<file path="config.mk">
export PLATFORM = sky130hd
export DESIGN_NAME = estimate_array
export DESIGN_NICKNAME = d
export VERILOG_FILES = /design/src/rtl/estimate_array.sv
export SDC_FILE = /design/constraint.sdc
export NUM_CORES = 1
export LEC_CHECK = 0
export CAP_MARGIN = 25
export CORE_ASPECT_RATIO = 0.7
export CORE_UTILIZATION = 45
export CTS_CLUSTER_DIAMETER = 200
export DETAILED_ROUTE_END_ITERATION = 10
export PLACE_DENSITY = 0.76
export SETUP_SLACK_MARGIN = 0.02
export SLEW_MARGIN = 25
export SYNTH_ARGS = -nofsm -noshare
export SYNTH_HDL_FRONTEND = slang
export SYNTH_SLANG_ARGS = --single-unit
</file>
<file path="constraint.sdc">
create_clock -name clk -period 14.7 [get_ports clk]
set_clock_uncertainty 0.1 [all_clocks]
set_input_delay 4.41 -clock clk [delete_from_list [all_inputs] [get_ports clk]]
set_output_delay 4.41 -clock clk [all_outputs]
set_load 0.01 [all_outputs]
</file>
<file path="src/rtl/estimate_array.sv">
// NCH-channel binarised-neuron estimator: XNOR-popcount accumulate, max-pool, shift/subtract normalise, sign activation.
// Optional SATURATE_EN: ACC saturates at +MAX and NORM clamps to [MIN, MAX] instead of wrapping.
module estimate_array #(
  parameter int unsigned DW         = 32,
  parameter int unsigned ACCW       = 16,
  parameter int unsigned NCH        = 4,
  parameter int unsigned NORM_SHIFT = 6
) (
  input  logic              clk,
  input  logic              reset,
  input  logic              in_valid,
  input  logic [2:0]        com_1,
  input  logic [DW-1:0]     data_1,
  input  logic [NCH*DW-1:0] param,
  output logic [NCH-1:0]    activ,
  output logic              activ_valid
);

  typedef enum logic [2:0] {
    CMD_INI   = 3'd0,
    CMD_ACC   = 3'd1,
    CMD_POOL  = 3'd2,
    CMD_NORM  = 3'd3,
    CMD_ACTIV = 3'd4
  } cmd_e;

  // Operand register must hold either a full XNOR word or a zero-extended ACCW-bit bias.
  localparam int unsigned OPW = (DW > ACCW) ? DW : ACCW;
  localparam logic [ACCW-1:0] MIN = {1'b1, {(ACCW-1){1'b0}}};

  if (ACCW < $clog2(DW) + 2) begin : g_accw_check
    $error("estimate_array: ACCW=%0d too small for DW=%0d", ACCW, DW);
  end

  function automatic logic [ACCW-1:0] popcount2(input logic [DW-1:0] v);
    logic [ACCW-1:0] n;
    n = '0;
    for (int unsigned i = 0; i < DW; i++) begin
      n = n + ACCW'(v[i]);
    end
    return n << 1;
  endfunction

  logic                       s1_valid;
  cmd_e                       s1_com;
  logic [NCH-1:0][OPW-1:0]    s1_op;
  logic [NCH-1:0][OPW-1:0]    op_d;
  logic [NCH-1:0][ACCW-1:0]   acc_q;
  logic [NCH-1:0][ACCW-1:0]   pool_q;
  logic [NCH-1:0][ACCW-1:0]   acc_next;
  logic [NCH-1:0][ACCW-1:0]   norm_next;

  always_comb begin
    op_d = '0;
    for (int unsigned c = 0; c < NCH; c++) begin
      if (com_1 == CMD_ACC) begin
        op_d[c] = OPW'(~(data_1 ^ param[c*DW +: DW]));
      end else begin
        op_d[c] = OPW'(param[c*DW +: DW]);
      end
    end
  end

  always_ff @(posedge clk) begin
    s1_com <= cmd_e'(com_1);
    s1_op  <= op_d;
  end

  for (genvar g = 0; g < NCH; g++) begin : g_ch
    logic [ACCW-1:0] bias;
    logic [ACCW-1:0] inc;
    assign bias = s1_op[g][ACCW-1:0];
    assign inc  = popcount2(s1_op[g][DW-1:0]);
`ifdef SATURATE_EN
    localparam logic [ACCW-1:0] MAX = {1'b0, {(ACCW-1){1'b1}}};
    localparam int unsigned NW = ACCW + NORM_SHIFT + 1;
    logic [ACCW:0]          sum_ext;
    logic signed [NW-1:0]   norm_full;
    // inc is never negative, so only upward overflow has to be caught.
    assign sum_ext     = {acc_q[g][ACCW-1], acc_q[g]} + {1'b0, inc};
    assign acc_next[g] = ($signed(sum_ext) > $signed({1'b0, MAX})) ? MAX : sum_ext[ACCW-1:0];
    assign norm_full   = (NW'(signed'(pool_q[g])) <<< NORM_SHIFT) - NW'(signed'(bias));
    assign norm_next[g] = (norm_full > NW'(signed'(MAX))) ? MAX :
                          (norm_full < NW'(signed'(MIN))) ? MIN : norm_full[ACCW-1:0];
`else
    assign acc_next[g]  = acc_q[g] + inc;
    assign norm_next[g] = (pool_q[g] << NORM_SHIFT) - bias;
`endif
  end

  always_ff @(posedge clk) begin
    if (reset) begin
      s1_valid    <= 1'b0;
      acc_q       <= '0;
      pool_q      <= {NCH{MIN}};
      activ       <= '0;
      activ_valid <= 1'b0;
    end else begin
      s1_valid    <= in_valid;
      activ_valid <= s1_valid && (s1_com == CMD_ACTIV);
      if (s1_valid) begin
        for (int unsigned c = 0; c < NCH; c++) begin
          case (s1_com)
            CMD_INI: begin
              acc_q[c]  <= s1_op[c][ACCW-1:0];
              pool_q[c] <= MIN;
            end
            CMD_ACC: acc_q[c] <= acc_next[c];
            CMD_POOL: begin
              if ($signed(acc_q[c]) > $signed(pool_q[c])) pool_q[c] <= acc_q[c];
              acc_q[c] <= s1_op[c][ACCW-1:0];
            end
            CMD_NORM:  pool_q[c] <= norm_next[c];
            CMD_ACTIV: activ[c]  <= pool_q[c][ACCW-1];
            default: ;
          endcase
        end
      end
    end
  end

endmodule

</file>
Word level (Yosys, flattened, before mapping)
Index checks and enable logic that the tools add are counted.

cells by class
  $add $sub $neg = 132
  order comparisons = 4
  eq/ne operators = 9
  multiplexer cells = 16
  bitwise logic cells = 8
  reductions and logical operators = 11

operators with widths
  operator                                  number
  15-bit by 1-bit adder with 15-bit output  68
  16-bit case mux with 3 select lines       4
  32-bit two-way mux                        4
  32-bit inverter                           4
  16-bit case mux with 2 select lines       4
  32-bit bitwise XOR                        4
  16-bit adder                              4
  16-bit greater-than comparator            4
  16-bit two-way mux                        4
  16-bit subtractor                         4
  14-bit by 1-bit adder with 15-bit output  4
  13-bit by 1-bit adder with 14-bit output  4
  12-bit by 1-bit adder with 13-bit output  4
  11-bit by 1-bit adder with 12-bit output  4
  10-bit by 1-bit adder with 11-bit output  4
  9-bit by 1-bit adder with 10-bit output   4
  8-bit by 1-bit adder with 9-bit output    4
  7-bit by 1-bit adder with 8-bit output    4
  6-bit by 1-bit adder with 7-bit output    4
  5-bit by 1-bit adder with 6-bit output    4
  4-bit by 1-bit adder with 5-bit output    4
  3-bit by 1-bit adder with 4-bit output    4
  2-bit by 1-bit adder with 3-bit output    4
  3-bit AND reduction                       4
  11 further kinds                          20

word-level totals
  flip-flop bits (word level) = 265
  bits of input ports = 166
  output and inout port bits = 5

Logic depth before layout (Yosys ltp)
  depth in word-level cells = 33
  depth in mapped cells = 23

Worst setup path after synthesis
No wires, ideal clock.

  path kind = register to register
  from = reg s1_op (netlist bit g_ch[3].bias[1])
  to = reg acc_q[62] (netlist bit)
  library setup time = 122 ps
  data arrival time = 5707 ps
  setup slack = 8771 ps
  cell stages (with the launch flop) = 21
  cell sequence = dfxtp_1 fa_1 inv_1 fa_1 inv_1 fa_1 fa_1 fa_1 inv_1 fa_1 inv_1 ha_1 a21o_1 a21oi_1 nor2b_1 o21a_1 ha_1 o21ai_0 nor4b_1 nand2_1 o311a_1

between the ends
  cells in the longest elaborated chain, start to end = 33

RTL lines
  item                                                     line  RTL
  start: declaration                                       46    logic [NCH-1:0][OPW-1:0] s1_op;
  start signal: assignment                                 66    s1_op <= op_d;
  1-bit by 1-bit adder with 2-bit output                   39    n = n + ACCW'(v[i]);
  2-bit by 1-bit adder with 3-bit output                   39
  3-bit by 1-bit adder with 4-bit output                   39
  4-bit by 1-bit adder with 5-bit output                   39
  5-bit by 1-bit adder with 6-bit output                   39
  6-bit by 1-bit adder with 7-bit output                   39
  7-bit by 1-bit adder with 8-bit output                   39
  8-bit by 1-bit adder with 9-bit output                   39
  9-bit by 1-bit adder with 10-bit output                  39
  10-bit by 1-bit adder with 11-bit output                 39
  11-bit by 1-bit adder with 12-bit output                 39
  12-bit by 1-bit adder with 13-bit output                 39
  13-bit by 1-bit adder with 14-bit output                 39
  14-bit by 1-bit adder with 15-bit output                 39
  15-bit by 1-bit adder with 15-bit output (17 in series)  39
  16-bit adder                                             86    assign acc_next[g] = acc_q[g] + inc;
  16-bit case mux with 2 select lines                      103   case (s1_com)
  end signal: indexed assignment                           105   acc_q[c] <= s1_op[c][ACCW-1:0];
  end signal: indexed assignment                           108   CMD_ACC: acc_q[c] <= acc_next[c];
  end signal: indexed assignment                           111   acc_q[c] <= s1_op[c][ACCW-1:0];
  end: declaration                                         48    logic [NCH-1:0][ACCW-1:0] acc_q;

No other way between the ends.
A chain may end at the register's enable or synchronous reset.

Worst setup path after layout
  from = reg s1_op[112] (netlist bit)
  to = reg acc_q[60] (netlist bit)

between the ends
  cells in the longest elaborated chain, start to end = 18

RTL lines
  item                                                     line
  15-bit by 1-bit adder with 15-bit output (16 in series)  39
  16-bit adder                                             86
  16-bit case mux with 2 select lines                      103

No other way between the ends.

==> results.toml <==
[outcome]
outcome = "finished, final reports clean"

[clock_tree]
cts.clk_slew.worst_paths_ps = 70
cts-buffers-inserted = 29
cts.sinks = 265
htree_levels = 1
clk_latency_ps = 590
cts_setup_buffers = 0
tritoncts = "yes"
root_buffer = "clkbuf_16"
cts_hold_buffers = 0
ctsResizeCount = 0
clockBufferDepth = 3

[detailed_routing]
drc_errors = 0
initialDrtViolationCount = 1714
ant_nets = 0
highest-signal-layer = "met5"
wl_met1_mm = 27.0
wl_met3_mm = 6.38
dr_wl_met2_mm = 26.2
wl_per_cell_um = 21.9
wirelength_mm = 61.8
vias_per_cell = 5.81
via_count = 16400
drtPass1Iterations = 5

[floorplan]
start_util_pct = 46.1
chipWidth_um = 244
dieArea_sq_um = 41800
core_area_sq_um = 40000
die-height_um = 171
io_pins = 171
rows = 61

[power]
powerDensity_nw_per_um2 = 213
power.internal_mw = 2.58
ir_drop_mv = 0.211
seqPwrFrac_pct = 17.6
swShare_pct = 44.0
switching_power_mw = 2.03
power_frac_comb_pct = 65.5
p_leak_nw = 9.47
clkPwrFrac_pct = 16.9

[global_route]
grt_max_degree = 86
grt_first_pass_wirelength_mm = 93.8
grt_pass1_vias = 15700
grt.total_usage_pct = 29.4
grt_overflow = 0
antenna_found_initial = 1

[synthesis]
synth_fp_nets = 2543
synth_seq_cells = 265
netlist_top_cells_area = "dfxtp_1, fa_1, ha_1, xor2_1, inv_1"
synth_commonest_cells = "inv_1, dfxtp_1, ha_1, a21oi_1, xor2_1"
yosysUniqueCellTypes = 70
synth_top_area_cell = "dfxtp_1"
synthArstFlopShare_pct = 0
postSynthAreaPerCell_sq_um = 8.68
yosysMostFrequentCell = "inv_1"
synth-main-ff-cell = "dfxtp_1"
yosys_warnings = 0
syn_area_sq_um = 18400
synth_top_area_share_pct = 28.8
yosysSeqAreaShare_pct = 28.8
synthCells = 2121
synth_edf_count = 0

[timing]
fin_crit_sh_pct = 46.3
post-route-min-period_ps = 6800
final-setup-viol-count = 0
rsz0062_at_grt = "no"
fin_ws_ps = 7900
worst_pin_slew_ps = 1170
max-slew-margin-rel_pct = 21.8
slew_violations = 0
tns_ps = 0
clock.fmax_mhz = 147
final_hold_viol_count = 0

[layout]
layout-drive-gt1-share_pct = 5.30
areaGrowthSynthToFinish_pct = 17.6
nets = 2682
insertedDiodeCount = 0
fin_area_sq_um = 21700

[placement]
io_buffers = 170
dpl-instance-area_sq_um = 20600
place_hpwl_mm = 47.9
place_congestion = 1.01
pre_cts_slack_ps = 7580

[run]
drv_cap = 0

[worst_setup_path]
critPathCaptureType = "register"
worstPathMaxFanout = 4
critPathLaunchType = "register"
required_ps = 15070
critPathKind = "register to register"
critPathArrivalTime_ps = 7170

[hold_path]
hold_path.class = "register to register"
cells in the final DEF, fill, tap and decap left out, types with 37 or more instances in the layout:
master / synthesis / layout
a21oi_1: 152 / 150
inv_1: 295 / 295
nor3_1: 37 / 37
xor2_1: 146 / 146
fa_1: 100 / 100
clkdlybuf4s50_1: 0 / 169
nand4_1: 48 / 48
xnor2_1: 57 / 57
nand2_1: 139 / 139
dfxtp_1: 265 / 264
ha_1: 156 / 156
nor2_1: 133 / 131
o21ai_0: 101 / 100
flip-flops by register name (all words and copies together) (netlist names):
name / flops
s1_valid: 1
acc_q: 64
activ_valid: 1
activ: 4
s1_com: 3
pool_q: 64
g_ch.bias: 64
s1_op: 64
layout make-up:
cell class                      count  area (sq um)
Tap cell                          535           669
Timing Repair Buffer              187          1830
Fill cell                        3646         18300
Inverter                          295          1110
Sequential cell                   265          5310
Multi-Input combinational cell   1482         11700
Clock buffer                       40           837
Clock inverter                     14           168
metal layers:
| layer | global-route usage [%] | vias to the layer above |
|---|---|---|
| met2 | 45.2 | 785 |
| met3 | 6.16 | 126 |
| met5 | 0 | - |
| li1 | - | 7546 |
| met4 | 9.65 | 2 |
| met1 | 41.0 | 7900 |
final timing paths:
check	cells after the start	startpoint	slack [ps]	endpoint
worst max-delay path	21	s1_op[112]	7900	acc_q[60]
worst min-delay path	2	acc_q[16]	360	acc_q[16]
worst max register to register	21	s1_op[112]	7900	acc_q[60]
worst min register to register	2	acc_q[16]	360	acc_q[16]
critical path, cell delays in order, from the launching register on:
cell     delay, ps
dfxtp_1        310
inv_1           50
fa_1           550
fa_1           410
inv_1           80
fa_1           450
fa_1           520
fa_1           540
inv_1           60
fa_1           600
inv_1           60
ha_1           280
a21o_1         190
a21oi_1        270
nor2b_1         80
o21a_1         180
ha_1           340
o21ai_0        160
nor4b_1        830
nand4_1        170
nor3b_1        180
nor4_1         270
cell families after synthesis:
| kind of cell | Yosys count | synth area share (%) |
|---|---|---|
| buf+inv | 374 | 7.66 |
| fa+ha+maj | 256 | 21.5 |
| xor+xnor | 203 | 9.65 |
| simple gates | 498 | 13.1 |
| mux | 42 | 2.41 |
| flops | 265 | 28.8 |
| compound gates | 483 | 16.9 |
metrics by stage:
stage / hold slack, ps / power [mW] / std cells / util [%]
finish: 359 / 4.61 / 2818 / 54.1
global route: 384 / 5.04 / 2818 / 54.1
CTS: 363 / 4.60 / 2818 / 54.1
detailed placement: 354 / 3.79 / 2764 / 51.6
global placement: 345 / 3.66 / 2764 / 51.6
floorplan: 336 / 3.16 / 2121 / -
power by group through the flow:
stage / logic (mW) / registers, mW / clock network, mW
final: 3.02 / 0.812 / 0.780
after global routing: 3.41 / 0.816 / 0.815
after CTS: 3.01 / 0.810 / 0.785
after detailed placement: 2.96 / 0.826 / 0
after global placement: 2.84 / 0.826 / 0
after floorplan: 2.36 / 0.802 / 0
(Power assumes the default switching activity.)
